`config.mk`:
```
export PLATFORM = sky130hd
export DESIGN_NAME = snap_capture_ctrl_flat
export DESIGN_NICKNAME = d
export VERILOG_FILES = /design/src/rtl/snap_capture_ctrl_if.sv /design/src/rtl/snap_capture_ctrl.sv /design/src/flat_wrapper.sv
export SDC_FILE = /design/constraint.sdc
export NUM_CORES = 1
export LEC_CHECK = 0
export CAP_MARGIN = 20
export CORE_MARGIN = 4
export CORE_UTILIZATION = 57
export CTS_CLUSTER_DIAMETER = 120
export DETAILED_ROUTE_END_ITERATION = 7
export DONT_BUFFER_PORTS = 1
export GPL_ROUTABILITY_DRIVEN = 0
export PLACE_DENSITY = 0.71
export SYNTH_ARGS = -nofsm -noshare
export SYNTH_HDL_FRONTEND = slang
export SYNTH_SLANG_ARGS = --single-unit
export TNS_END_PERCENT = 20
```
`constraint.sdc`:
```
create_clock -name clk -period 2.3 [get_ports clk]
set_input_delay 0.23 -clock clk [delete_from_list [all_inputs] [get_ports clk]]
set_output_delay 0.23 -clock clk [all_outputs]
set_load 0.03 [all_outputs]
```
`src/rtl/snap_capture_ctrl_if.sv`:
```
// Snapshot BRAM port A write-side bundle: the capture controller drives it,
// the BRAM (or a bench) observes it.
interface snap_capture_ctrl_if #(
  parameter int DWIDTH = 64,
  parameter int AWIDTH = 9
);
  logic              bram_we;
  logic              bram_en_a;
  logic [AWIDTH-1:0] bram_addr;
  logic [DWIDTH-1:0] bram_wr_data;

  modport master (
    output bram_we,
    output bram_en_a,
    output bram_addr,
    output bram_wr_data
  );

  modport slave (
    input bram_we,
    input bram_en_a,
    input bram_addr,
    input bram_wr_data
  );
endinterface

```
`src/rtl/snap_capture_ctrl.sv`:
```
// Snapshot capture sequencer: arms on a software edge, then writes qualified
// samples into BRAM port A in one-shot (fixed length) or circular mode.
module snap_capture_ctrl #(
  parameter int DWIDTH = 64,
  parameter int AWIDTH = 9
) (
  input  logic              clk,
  input  logic              rst_n,
  input  logic [DWIDTH-1:0] din,
  input  logic              din_valid,
  input  logic              trig,
  input  logic              stop,
  input  logic              ctrl_arm,
  input  logic              ctrl_trig_sel,
  input  logic              ctrl_circ,
  input  logic [AWIDTH:0]   ctrl_len,
  snap_capture_ctrl_if.master bram,
  output logic              status_done,
  output logic              status_busy,
  output logic              status_wrapped,
  output logic [AWIDTH-1:0] status_last_addr
);

  localparam logic [AWIDTH:0] DEPTH = {1'b1, {AWIDTH{1'b0}}};

  typedef enum logic [1:0] {
    IDLE,
    ARMED,
    CAPTURE,
    DONE
  } state_t;

  state_t state;
  state_t state_next;

  logic              arm_q;
  logic              arm_edge;
  logic [AWIDTH:0]   cnt;
  logic [AWIDTH:0]   cnt_inc;
  logic [AWIDTH:0]   cnt_next;
  logic [AWIDTH:0]   len_q;
  logic [AWIDTH:0]   len_eff;
  logic [AWIDTH-1:0] addr;
  logic              wr;
  logic              final_wr;
  logic              wrap;
  logic              busy_d;
  logic              done_d;

  logic              we_q;
  logic [AWIDTH-1:0] addr_q;
  logic [DWIDTH-1:0] data_q;

  assign arm_edge = ctrl_arm & ~arm_q;
  assign addr     = cnt[AWIDTH-1:0];

  always_comb begin
    len_eff  = ((ctrl_len == '0) || (ctrl_len > DEPTH)) ? DEPTH : ctrl_len;
    cnt_inc  = cnt + (AWIDTH+1)'(1);
    // A restart edge wins over a sample arriving in the same cycle.
    wr       = din_valid & ~arm_edge &
               ((state == CAPTURE) ||
                ((state == ARMED) && ctrl_trig_sel && trig));
    final_wr = wr & ~ctrl_circ & (cnt_inc == len_q);
    wrap     = wr & ctrl_circ & (addr == '1);
    cnt_next = ctrl_circ ? {1'b0, addr + AWIDTH'(1)} : cnt_inc;
  end

  // State register
  always_ff @(posedge clk or negedge rst_n) begin
    if (!rst_n) begin
      state <= IDLE;
      arm_q <= 1'b0;
    end else begin
      state <= state_next;
      arm_q <= ctrl_arm;
    end
  end

  // Next-state logic
  always_comb begin
    state_next = state;
    unique case (state)
      IDLE: begin
        if (arm_edge) state_next = ARMED;
      end
      ARMED: begin
        if (arm_edge)            state_next = ARMED;
        else if (!ctrl_trig_sel) state_next = CAPTURE;
        else if (trig)           state_next = final_wr ? DONE : CAPTURE;
      end
      CAPTURE: begin
        if (arm_edge)                            state_next = ARMED;
        else if (ctrl_circ ? stop : final_wr)    state_next = DONE;
      end
      DONE: begin
        if (arm_edge) state_next = ARMED;
      end
      default: state_next = IDLE;
    endcase
  end

  // Status flags lag the state by one register so done follows the final write.
  always_comb begin
    busy_d = arm_edge || (state == ARMED) || (state == CAPTURE);
    done_d = (state == DONE) && !arm_edge;
  end

  always_ff @(posedge clk or negedge rst_n) begin
    if (!rst_n) begin
      cnt              <= '0;
      len_q            <= '0;
      status_wrapped   <= 1'b0;
      status_last_addr <= '0;
      status_done      <= 1'b0;
      status_busy      <= 1'b0;
      we_q             <= 1'b0;
      addr_q           <= '0;
      data_q           <= '0;
    end else begin
      status_done <= done_d;
      status_busy <= busy_d;
      we_q        <= wr;
      if (wr) begin
        addr_q <= addr;
        data_q <= din;
      end
      if (arm_edge) begin
        cnt              <= '0;
        len_q            <= len_eff;
        status_wrapped   <= 1'b0;
        status_last_addr <= '0;
      end else if (wr) begin
        cnt              <= cnt_next;
        status_last_addr <= addr;
        if (wrap) status_wrapped <= 1'b1;
      end
    end
  end

  assign bram.bram_we      = we_q;
  assign bram.bram_en_a    = we_q;
  assign bram.bram_addr    = addr_q;
  assign bram.bram_wr_data = data_q;

endmodule
```
`src/flat_wrapper.sv`:
```
// flat-port wrapper written by rule: the top's interface ports become plain ports
module snap_capture_ctrl_flat 
#(
  parameter int DWIDTH = 64,
  parameter int AWIDTH = 9
)
  (clk, rst_n, din, din_valid, trig, stop, ctrl_arm, ctrl_trig_sel, ctrl_circ, ctrl_len, status_done, status_busy, status_wrapped, status_last_addr, bram_bram_we, bram_bram_en_a, bram_bram_addr, bram_bram_wr_data);
  snap_capture_ctrl_if #(.DWIDTH(DWIDTH), .AWIDTH(AWIDTH)) bram_i ();
  input  logic clk;
  input  logic rst_n;
  input  logic [DWIDTH-1:0] din;
  input  logic din_valid;
  input  logic trig;
  input  logic stop;
  input  logic ctrl_arm;
  input  logic ctrl_trig_sel;
  input  logic ctrl_circ;
  input  logic [AWIDTH:0] ctrl_len;
  output logic status_done;
  output logic status_busy;
  output logic status_wrapped;
  output logic [AWIDTH-1:0] status_last_addr;
  output wire logic [$bits(bram_i.bram_we)-1:0] bram_bram_we;
  output wire logic [$bits(bram_i.bram_en_a)-1:0] bram_bram_en_a;
  output wire logic [$bits(bram_i.bram_addr)-1:0] bram_bram_addr;
  output wire logic [$bits(bram_i.bram_wr_data)-1:0] bram_bram_wr_data;
  assign bram_bram_we = bram_i.bram_we;
  assign bram_bram_en_a = bram_i.bram_en_a;
  assign bram_bram_addr = bram_i.bram_addr;
  assign bram_bram_wr_data = bram_i.bram_wr_data;
  snap_capture_ctrl #(.DWIDTH(DWIDTH), .AWIDTH(AWIDTH)) u_core (.clk(clk), .rst_n(rst_n), .din(din), .din_valid(din_valid), .trig(trig), .stop(stop), .ctrl_arm(ctrl_arm), .ctrl_trig_sel(ctrl_trig_sel), .ctrl_circ(ctrl_circ), .ctrl_len(ctrl_len), .bram(bram_i), .status_done(status_done), .status_busy(status_busy), .status_wrapped(status_wrapped), .status_last_addr(status_last_addr));
endmodule
```
[Word level (Yosys, flattened, before mapping)]
Index checks and enable logic that the tools add are counted.
Cells by class
  add/subtract/negate cells: 2
  $lt $le $gt $ge: 1
  equal/unequal tests: 8
  mux-type cells: 18
  bitwise operators: 10
  reduce and logical (&&, ||, !) cells: 15
Operator list (count)
  2-to-1 mux 10 bit: 4
  2-to-1 mux 9 bit: 2
  2-to-1 mux 2 bit: 6
  adder 10 x 1 -> 10 bit (second input constant): 1
  equality test 10 bit: 1
  > comparator 10 bit (second input constant): 1
  logical NOT 10 bit: 1
  adder 9 x 1 -> 9 bit (second input constant): 1
  equality test 9 bit (second input constant): 1
  AND 1 bit: 7
  case mux 2 bit (3 select lines): 1
  2-to-1 mux 1 bit: 5
  equality test 2 bit (second input constant): 2
  logical OR 1 bit: 4
  != test 4 x 3 -> 1 bit (second input constant): 1
  nonzero test 2 bit: 2
  logical AND 1 bit: 3
  != test 3 x 2 -> 1 bit (second input constant): 1
  inverter 1 bit: 3
  AND reduction 3 bit: 1
  equality test 2 x 1 -> 1 bit (second input constant): 1
  logical NOT 2 bit: 1
  != test 2 x 1 -> 1 bit (second input constant): 1
  AND reduction 2 bit: 1
  2 further kinds: 2
Word-level totals
  bits in registers: 109
  bits of input ports: 82

[Logic depth before layout (Yosys ltp)]
Gate-level depths: netlist (run 1).
  depth in word-level cells: 12
  depth in mapped cells: 12
  depth with buffers taken out: 11

[Worst setup path before layout (run 1)]
No wires, ideal clock.
  path kind: reg2reg
  start point: reg u_core.cnt[0]
  end point: reg u_core.state[0]
  library setup time: 0.087 ns
  arrival: 2.357 ns
  data required time: 2.213 ns
  path slack: -0.143 ns
  stages on the path, launching flop included: 13
  buffers on the path: 1
  cells stage by stage: dfrtp_1 -> ha_1 -> and3_1 -> clkbuf_1 -> nand2_1 -> nor2_1 -> ha_1 -> xor2_1 -> nor3_1 -> nand4_1 -> nor3_2 -> a31oi_2 -> a211oi_2
Between the ends
  cells in the longest elaborated chain, start to end: 8
Ends and longest elaborated chain
  start, declared: line snap_capture_ctrl.sv:38  | logic [AWIDTH:0] cnt;
  start signal, assigned: line snap_capture_ctrl.sv:134  | cnt <= cnt_next;
  adder 10 x 1 -> 10 bit (*): line snap_capture_ctrl.sv:59  | cnt_inc = cnt + (AWIDTH+1)'(1);
  equality test 10 bit (*): line snap_capture_ctrl.sv:64  | final_wr = wr & ~ctrl_circ & (cnt_inc == len_q);
  AND 1 bit (*): line snap_capture_ctrl.sv:64
  2-to-1 mux 1 bit: line snap_capture_ctrl.sv:90  | else if (trig) state_next = final_wr ? DONE : CAPTURE;
  2-to-1 mux 2 bit: line snap_capture_ctrl.sv:90
  2-to-1 mux 2 bit: line snap_capture_ctrl.sv:89  | else if (!ctrl_trig_sel) state_next = CAPTURE;
  2-to-1 mux 2 bit: line snap_capture_ctrl.sv:88  | if (arm_edge) state_next = ARMED;
  case mux 2 bit (3 select lines): line snap_capture_ctrl.sv:83  | unique case (state)
  end signal, assigned: line snap_capture_ctrl.sv:75  | state <= state_next;
  end, declared: line snap_capture_ctrl.sv:33  | state_t state;
Mark *: on every way between the ends. The rest lies on a longest branch, timed or not. The select of a mux whose other input is x is not followed.
A chain may end at the register's enable or synchronous reset.

[Final worst setup path (run 1)]
Ends and elaborated chain as after synthesis.

==> results of run 1 <==
## cell type report
| class | count | area [µm²] | share of cell area, % |
|---|---|---|---|
| repair buffers | 85 | 803 | 14.3 |
| clock inverters | 6 | 70.1 | 1.24 |
| well taps | 102 | 128 | 2.26 |
| flip-flops and latches | 109 | 2730 | 48.4 |
| multi-input cells | 370 | 1770 | 31.4 |
| clock buffers | 9 | 124 | 2.20 |
| inverters | 3 | 11.3 | 0.200 |
## worst reg2reg max path, cell delays in order, from the launching register on
cell	delay [ns]
dfrtp_1	0.40
ha_2	0.19
and3_4	0.16
nand2_1	0.05
nor2_1	0.04
ha_1	0.29
xor2_1	0.16
nor3_1	0.17
nand4_1	0.18
nor3_4	0.25
a31oi_2	0.15
a211oi_2	0.24
## power groups by stage
stage	Combinational, µW	Sequential (µW)	Clock (µW)
finish	1210	4100	1150
global route	1410	4170	1250
CTS	1200	4100	1180
detailed placement	1110	4120	0
global placement	1030	4120	0
floorplan	868	3980	0
## cell families (layout without fill, tap and decap cells)
kind of cell,count (synthesis),count (layout),share of synthesized area [%]
compound gates,38,38,5.34
xor+xnor,18,18,3.42
fa+ha+maj,6,6,1.63
buf+inv,33,103,3.09
flops,109,109,59.1
mux,1,1,0.217
simple gates,307,307,27.2
## worst max path at each step
| stage | start | to | cells after the start |
|---|---|---|---|
| after CTS | u_core.cnt[1]$_DFFE_PN0P_ | u_core.state[0]$_DFFE_PN0P_ | 11 |
| after global placement | u_core.cnt[1]$_DFFE_PN0P_ | u_core.state[0]$_DFFE_PN0P_ | 11 |
| final | u_core.cnt[0]$_DFFE_PN0P_ | u_core.state[0]$_DFFE_PN0P_ | 11 |
| after global routing | u_core.cnt[1]$_DFFE_PN0P_ | u_core.state[0]$_DFFE_PN0P_ | 11 |
| after floorplan | u_core.cnt[0]$_DFFE_PN0P_ | u_core.state[0]$_DFFE_PN0P_ | 12 |
| after detailed placement | u_core.cnt[1]$_DFFE_PN0P_ | u_core.state[0]$_DFFE_PN0P_ | 11 |
## per-layer routing
layer  vias up  GRT usage (%)
li1       1732              -
met1      1734           29.3
met2       154           40.7
met3        18           6.57
met4         0           8.20
met5         -              0
## through the flow
step	cells	worst slack (ns)	hold slack, ns	util [%]
4_1_cts	684	-0.0998	-0.466	72.1
3_3_place_gp	603	0.0841	-0.0627	61.1
6_report	684	-0.0506	-0.444	72.2
3_5_place_dp	603	-0.101	-0.0631	61.1
5_1_grt	684	-0.179	-0.465	72.2
2_1_floorplan	512	-0.0177	-0.0656	-
## sequential cells by signal, summed over array words and instances (netlist names), 2 cells and up
name / cells
u_core.bram.bram_wr_data: 64
u_core.len_q: 10
u_core.cnt: 10
u_core.bram.bram_addr: 9
u_core.state: 2
u_core.status_last_addr: 9
## cells in the final DEF (no fill, tap or decap), types with 2 or more instances in the layout
cell	count
a21oi_1	3
and2_0	2
and3_1	2
and4_1	2
buf_4	19
clkbuf_8	9
clkinvlp_4	2
dfrtp_1	109
dlygate4sd3_1	66
ha_1	5
inv_1	2
nand2_1	261
nand2b_1	10
nand3_1	5
nor2_1	8
nor2b_1	2
nor3_1	3
nor4_1	2
o21ai_0	21
o31ai_1	3
xnor2_1	11
xor2_1	7
## repair_timing
item,4_1_cts,5_1_grt
pin swaps,7,2
endpoints found under the hold margin,175,109
resized for setup,1,1
endpoints found under the setup margin,2,2
==> metrics, run 1 <==
status finished, violations left; failing checks negative hold slack, negative setup slack; worst path arrival time between 2 and 3 ns; met2 wire length between 5000 and 6000 µm; Reg-to-Reg Start u_core.cnt[0]$_DFFE_PN0P_; Hold Vio Cnt, Final 109; asr flop ratio synth 100%; Post-Synthesis Cell Area 0.00462 mm²; Top Layer Used met4; max-slew violation count 0; Vias/cell about 5.3; Seq pwr share between 60% and 70%; synthesized netlist net count 600; CP delay by family, top simple AND/OR/NAND/NOR gates; Setup TNS -0.0506 ns; Num CTS Buffers 9; Pwr per Cell Area roughly 1100 mW/mm²; Initial DRT Pass Iterations 5; Least-Margin Pin Slew approximately 0.52 ns; Comb pwr share roughly a fifth; first-pass GRT wire length about 19,000 µm; Post-synth EDFFs 0; fin nets around 670; CP bufs+invs 0; fraction of layout cells with a size suffix above 1 under 10%; Mapped Cells a little over 500; Core Area between 0.007 and 0.008 mm²; initial antenna violation count 0; Detail Placement HPWL slightly above 7000 µm; share of the synthesized area in the top cell type slightly below 60%; Max Fclk 0.425 GHz; Skew-Pair Late Insertion Delay approximately 0.36 ns; Synth top cells by count nand2_1 (261), dfrtp_1 (109), clkbuf_1 (21), o21ai_0 (21), xnor2_1 (11); post-route minimum period around 2.4 ns; Area contributors post-synth dfrtp_1 (59%), nand2_1 (21%), o21ai_0 (2.3%); Pwr Total 6470 µW; Leak 0.00293 µW; met1 WL around 4400 µm; postcts setup bufs 0; Netlist cell types 43; CTS tree built; average footprint of a synthesized cell roughly 9.0 µm²; DR iter-0 viols 142; Synth Flop Type dfrtp_1; Fin Hold WS -0.444 ns; Post-Route WL ~11,000 µm; GR Overflow Total 0; yosys warns 0; Fillers between 500 and 600; # clock sinks roughly 110; switching share of power 45.4%; die area between 0.009 and 0.01 mm²; Final Cycle Share 102%; routed length on met3 about 940 µm; Layout Skew ~0.007 ns; Total GRT Usage roughly a quarter; H-tree levels 3; Bufs on Longest Clock Path 2; Critical Path End Type flop; Worst path max stage delay around 0.40 ns; die height 98.0 µm; worst-path cell chain ha_2, and3_4, nand2_1, nor2_1, ha_1, xor2_1, nor3_1, nand4_1, nor3_4, a31oi_2, a211oi_2; Initial Utilization between 50% and 60%; Worst Hold Class input pin to async pin; P&R area growth vs syn 22.1%; routed vias 3,638; clock root cell clkbuf_8; number of cells on the worst reg-to-reg path 11; # rows 32; Worst Setup Start Kind flop; Detail Route Antenna Nets 0; final worst slack -0.0506 ns; RSZ-0062 raised after global routing true; worst setup path category flop to flop; top-count cell post-synth nand2_1; Reg2Reg Capture Point u_core.state[0]$_DFFE_PN0P_; pin count of the biggest net entering global routing 110; number of max-cap violations 0; r2r setup slk -0.05 ns; Post-CTS Hold Buffers between 60 and 70; # DRC 0; Worst VDD drop about 650 µV; chip width around 98 µm; synthesis-stage register bit count between 100 and 150; area leader, netlist dfrtp_1; final instance area between 0.005 and 0.006 mm²; post-synthesis sequential area ratio between 50% and 60%; dpl cell area ~0.0048 mm²; Ant. Diodes 0; post-DR wirelength/cell 16.5 µm; vias in the first global route a little under 4,000; Worst Path Max Fanout 3; Sw Pwr roughly 2900 µW; CP max stage cell dfrtp_1; IO buf count 0; Pint roughly 3500 µW; IO Pins roughly 170; Final Setup Violations 1; Clock transition at path regs approximately 0.10 ns; Slew HR between 60% and 70%; Clock power frac roughly 18%; Crit path required time ~2.6 ns
(Power assumes the default switching activity.)
==> run 2, diff against run 1 <==
- ABC_AREA: default -> 1
==> run 2 against run 1 <==
Highest routed layer unchanged. Largest cell class unchanged. Critical endpoint unchanged. Die area barely moved. First-iteration DRC count rose by 28%. The flow finishes with violations (negative hold slack). Critical path depth rose by 7. Sequential share of layout area fell by 0.14 points. Worst hold slack got worse by 0.0057 ns. Global-route usage rose by 0.85 points. Combinational power rose by 7%. Core utilization rose by 0.27 points.
==> metrics, run 2 <==
Pint 3500 µW (-0.96%); Hold Vio Cnt, Final 109 (unchanged); Leak 0.00294 µW (+0.44%); IO Pins 169 (unchanged); Skew-Pair Late Insertion Delay 0.36 ns (about the same); Mapped Cells 547 (+6.8%); final core utilization 72.5% (+0.27 points); Worst Setup Start Kind flop; Worst VDD drop 634 µV (-2.5%); Final Setup Violations 0 (-1); average footprint of a synthesized cell 8.44 µm² (-6.4%); fin nets 704 (+5.7%); Initial Utilization 59.1% (about the same); synthesized netlist net count 635 (+5.8%); failing checks negative hold slack; Initial DRT Pass Iterations 5 (unchanged); switching share of power 46.8% (+1.4 points); Setup TNS 0 ns (+0.0506 ns); synthesis-stage register bit count 109 (unchanged); CP max stage cell dfrtp_2; Vias/cell 5.28 (-0.77%); most frequent cells in the layout nand2_1 (272), dfrtp_1 (107), dlygate4sd3_1 (68); Least-Margin Pin Slew 0.542 ns (+0.0171 ns); Netlist cell types 28 (-35%); worst setup path category flop to flop; Final Cycle Share 98.6% (-3.6 points); die height 98 µm (about the same); worst-path cell chain ha_4, nand2_2, inv_2, nand2_2, nor2_1, ha_1, inv_2, nand2_2, nand2_2, nand3_2, nor2_1, nand3_1, nor2_2, buf_4, nand4_1, nand2_1, nand2_1, nand2_1; post-DR wirelength/cell 16.3 µm (-1.6%); Worst Path Max Fanout 5 (+2); Synth top cells by count nand2_1 (279), dfrtp_1 (109), nand3_1 (36); yosys warns 0 (unchanged); Largest register FFs 64 (unchanged); GR Overflow Total 0 (unchanged); status finished, violations left; CP delay by family, top simple AND/OR/NAND/NOR gates; max-slew violation count 0 (unchanged); Comb pwr share 19.7% (+0.9 points); Worst path max stage delay 0.45 ns (+0.05 ns); Fin Hold WS -0.450 ns (-0.00573 ns); share of the synthesized area in the top cell type 59.1% (about the same); Layout Skew 0.00980 ns (+0.00259 ns); H-tree levels 3 (unchanged); IO buf count 0 (unchanged); Crit path top cell by count nand2_2; die area 0.00960 mm² (about the same); worst path arrival time 2.56 ns (-0.06 ns); top-count cell post-synth nand2_1; CTS tree built; P&R area growth vs syn 22.5%; Num CTS Buffers 9 (unchanged); # clock sinks 109 (unchanged); Ant. Diodes 0 (unchanged); post-route minimum period 2.27 ns (-0.0822 ns); Cell Count, Final, Fillers Out 723 (+5.7%); Bufs on Longest Clock Path 2 (unchanged); Max Fclk 0.441 GHz (+3.6%); Post-synth EDFFs 0 (unchanged); vias in the first global route 3,821 (-2.1%); pin count of the biggest net entering global routing 110 (unchanged); # DRC 0 (unchanged); RSZ-0062 raised after global routing true; Post-Synthesis Cell Area 0.00462 mm² (about the same); Synth Flop Type dfrtp_1; commonest non-fill, non-tap cell in the layout nand2_1; chip width 98 µm (about the same); fraction of layout cells with a size suffix above 1 8.86% (+1.1 points); Core Area 0.00781 mm² (unchanged); Critical Path End Type flop; DR iter-0 viols 182 (+28%); # rows 32 (unchanged); Slew HR 63.9% (-1.1 points); area leader, netlist dfrtp_1; initial antenna violation count 0 (unchanged); post-synthesis sequential area ratio 59.1% (about the same); Crit path required time 2.60 ns (+0.03 ns); Placed Cells incl. Taps 636 (+5.5%); Clock transition at path regs 0.10 ns (about the same); Total GRT Usage 24.7% (+0.85 points); Detail Route Antenna Nets 0 (unchanged); Detail Placement HPWL 7480 µm (+4.2%); number of max-cap violations 0 (unchanged); Clock power frac 16.3% (-1.5 points); Pwr Total 6570 µW (+1.6%); Seq pwr share 63.9% (+0.5 points); first-pass GRT wire length 19,300 µm (+3.6%); routed vias 3,816 (+4.9%); CP bufs+invs 3 (+3); Worst Hold Class input pin to async pin; asr flop ratio synth 100% (unchanged); Sw Pwr 3070 µW (+4.7%); Pwr per Cell Area 1160 mW/mm² (+1.2%); Post-Route WL 11,800 µm (+4.0%); clock root cell clkbuf_8; Area contributors post-synth dfrtp_1 (59%), nand2_1 (23%), nand3_1 (3.9%)
[run 2: kinds of logic after synthesis]
| logic type | share of synthesized area [%] |
|---|---|
| buffers and inverters | 4.88 |
| XOR/XNOR | 0.379 |
| AND/OR/NAND/NOR | 30.4 |
| adder cells (fa/ha/maj) | 1.63 |
| AO/OA/AOI/OAI | 3.63 |
| flip-flops | 59.1 |
[run 2: path summary, 6_finish.rpt]
path,startpoint,slack [ns],cells past startpoint,to
max,u_core.cnt[0]$_DFFE_PN0P_,0.03,18,u_core.state[0]$_DFFE_PN0P_
min,rst_n,-0.45,0,u_core.bram.bram_wr_data[18]$_DFFE_PN0N_
max reg2reg,u_core.cnt[0]$_DFFE_PN0P_,0.03,18,u_core.state[0]$_DFFE_PN0P_
min reg2reg,u_core.len_q[1]$_DFFE_PN0P_,0.55,2,u_core.len_q[1]$_DFFE_PN0P_
max in group asynchronous,rst_n,2.63,0,u_core.bram.bram_wr_data[56]$_DFFE_PN0N_
min in group clk,din[48],0.02,2,u_core.bram.bram_wr_data[48]$_DFFE_PN0N_
[run 2: power by group through the flow]
| stage | Sequential [µW] | Combinational (µW) | Clock [µW] |
|---|---|---|---|
| 2_1_floorplan | 4060 | 932 | 0 |
| 3_3_place_gp | 4220 | 1080 | 0 |
| 3_5_place_dp | 4230 | 1140 | 0 |
| 4_1_cts | 4200 | 1240 | 1100 |
| 5_1_grt | 4280 | 1520 | 1190 |
| 6_report | 4200 | 1300 | 1070 |
[run 2: area by class of cell]
cell class | count | area, µm²
flip-flops and latches | 109 | 2730
fillers | 576 | 2150
multi-input cells | 382 | 1700
repair buffers | 80 | 783
clock buffers | 11 | 141
inverters | 34 | 128
well taps | 102 | 128
clock inverters | 5 | 42.5
[run 2: worst register-to-register path, stage by stage (launching register included)]
cell and delay [ns]:
dfrtp_2 0.45, ha_4 0.18, nand2_2 0.08, inv_2 0.04, nand2_2 0.07, nor2_1 0.04, ha_1 0.31, inv_2 0.07
nand2_2 0.05, nand2_2 0.08, nand3_2 0.08, nor2_1 0.12, nand3_1 0.09, nor2_2 0.14, buf_4 0.12, nand4_1 0.08
nand2_1 0.09, nand2_1 0.05, nand2_1 0.07
[run 2: metal layers]
metal  part of all wire, %  vias to the layer above  global-route usage (%)
met4                   1.8                        0                    7.88
met3                   8.5                       21                    6.43
li1                      -                     1828                       -
met2                    49                      174                    40.1
met5                     0                        -                       0
met1                    41                     1793                    32.7
[run 2: timing repair]
item	in CTS	in global routing
gates resized for setup	0	12
hold buffers	67	1
endpoints found under the hold margin	176	110
setup buffers	0	3
setup endpoints to repair	0	2
[run 2: per-stage QoR]
step	setup WS (ns)	instance area, µm²
6_report	0.0316	5660
5_1_grt	-0.125	5660
4_1_cts	0.00555	5590
3_5_place_dp	0.0258	4730
3_3_place_gp	0.147	4730
2_1_floorplan	0.196	4620
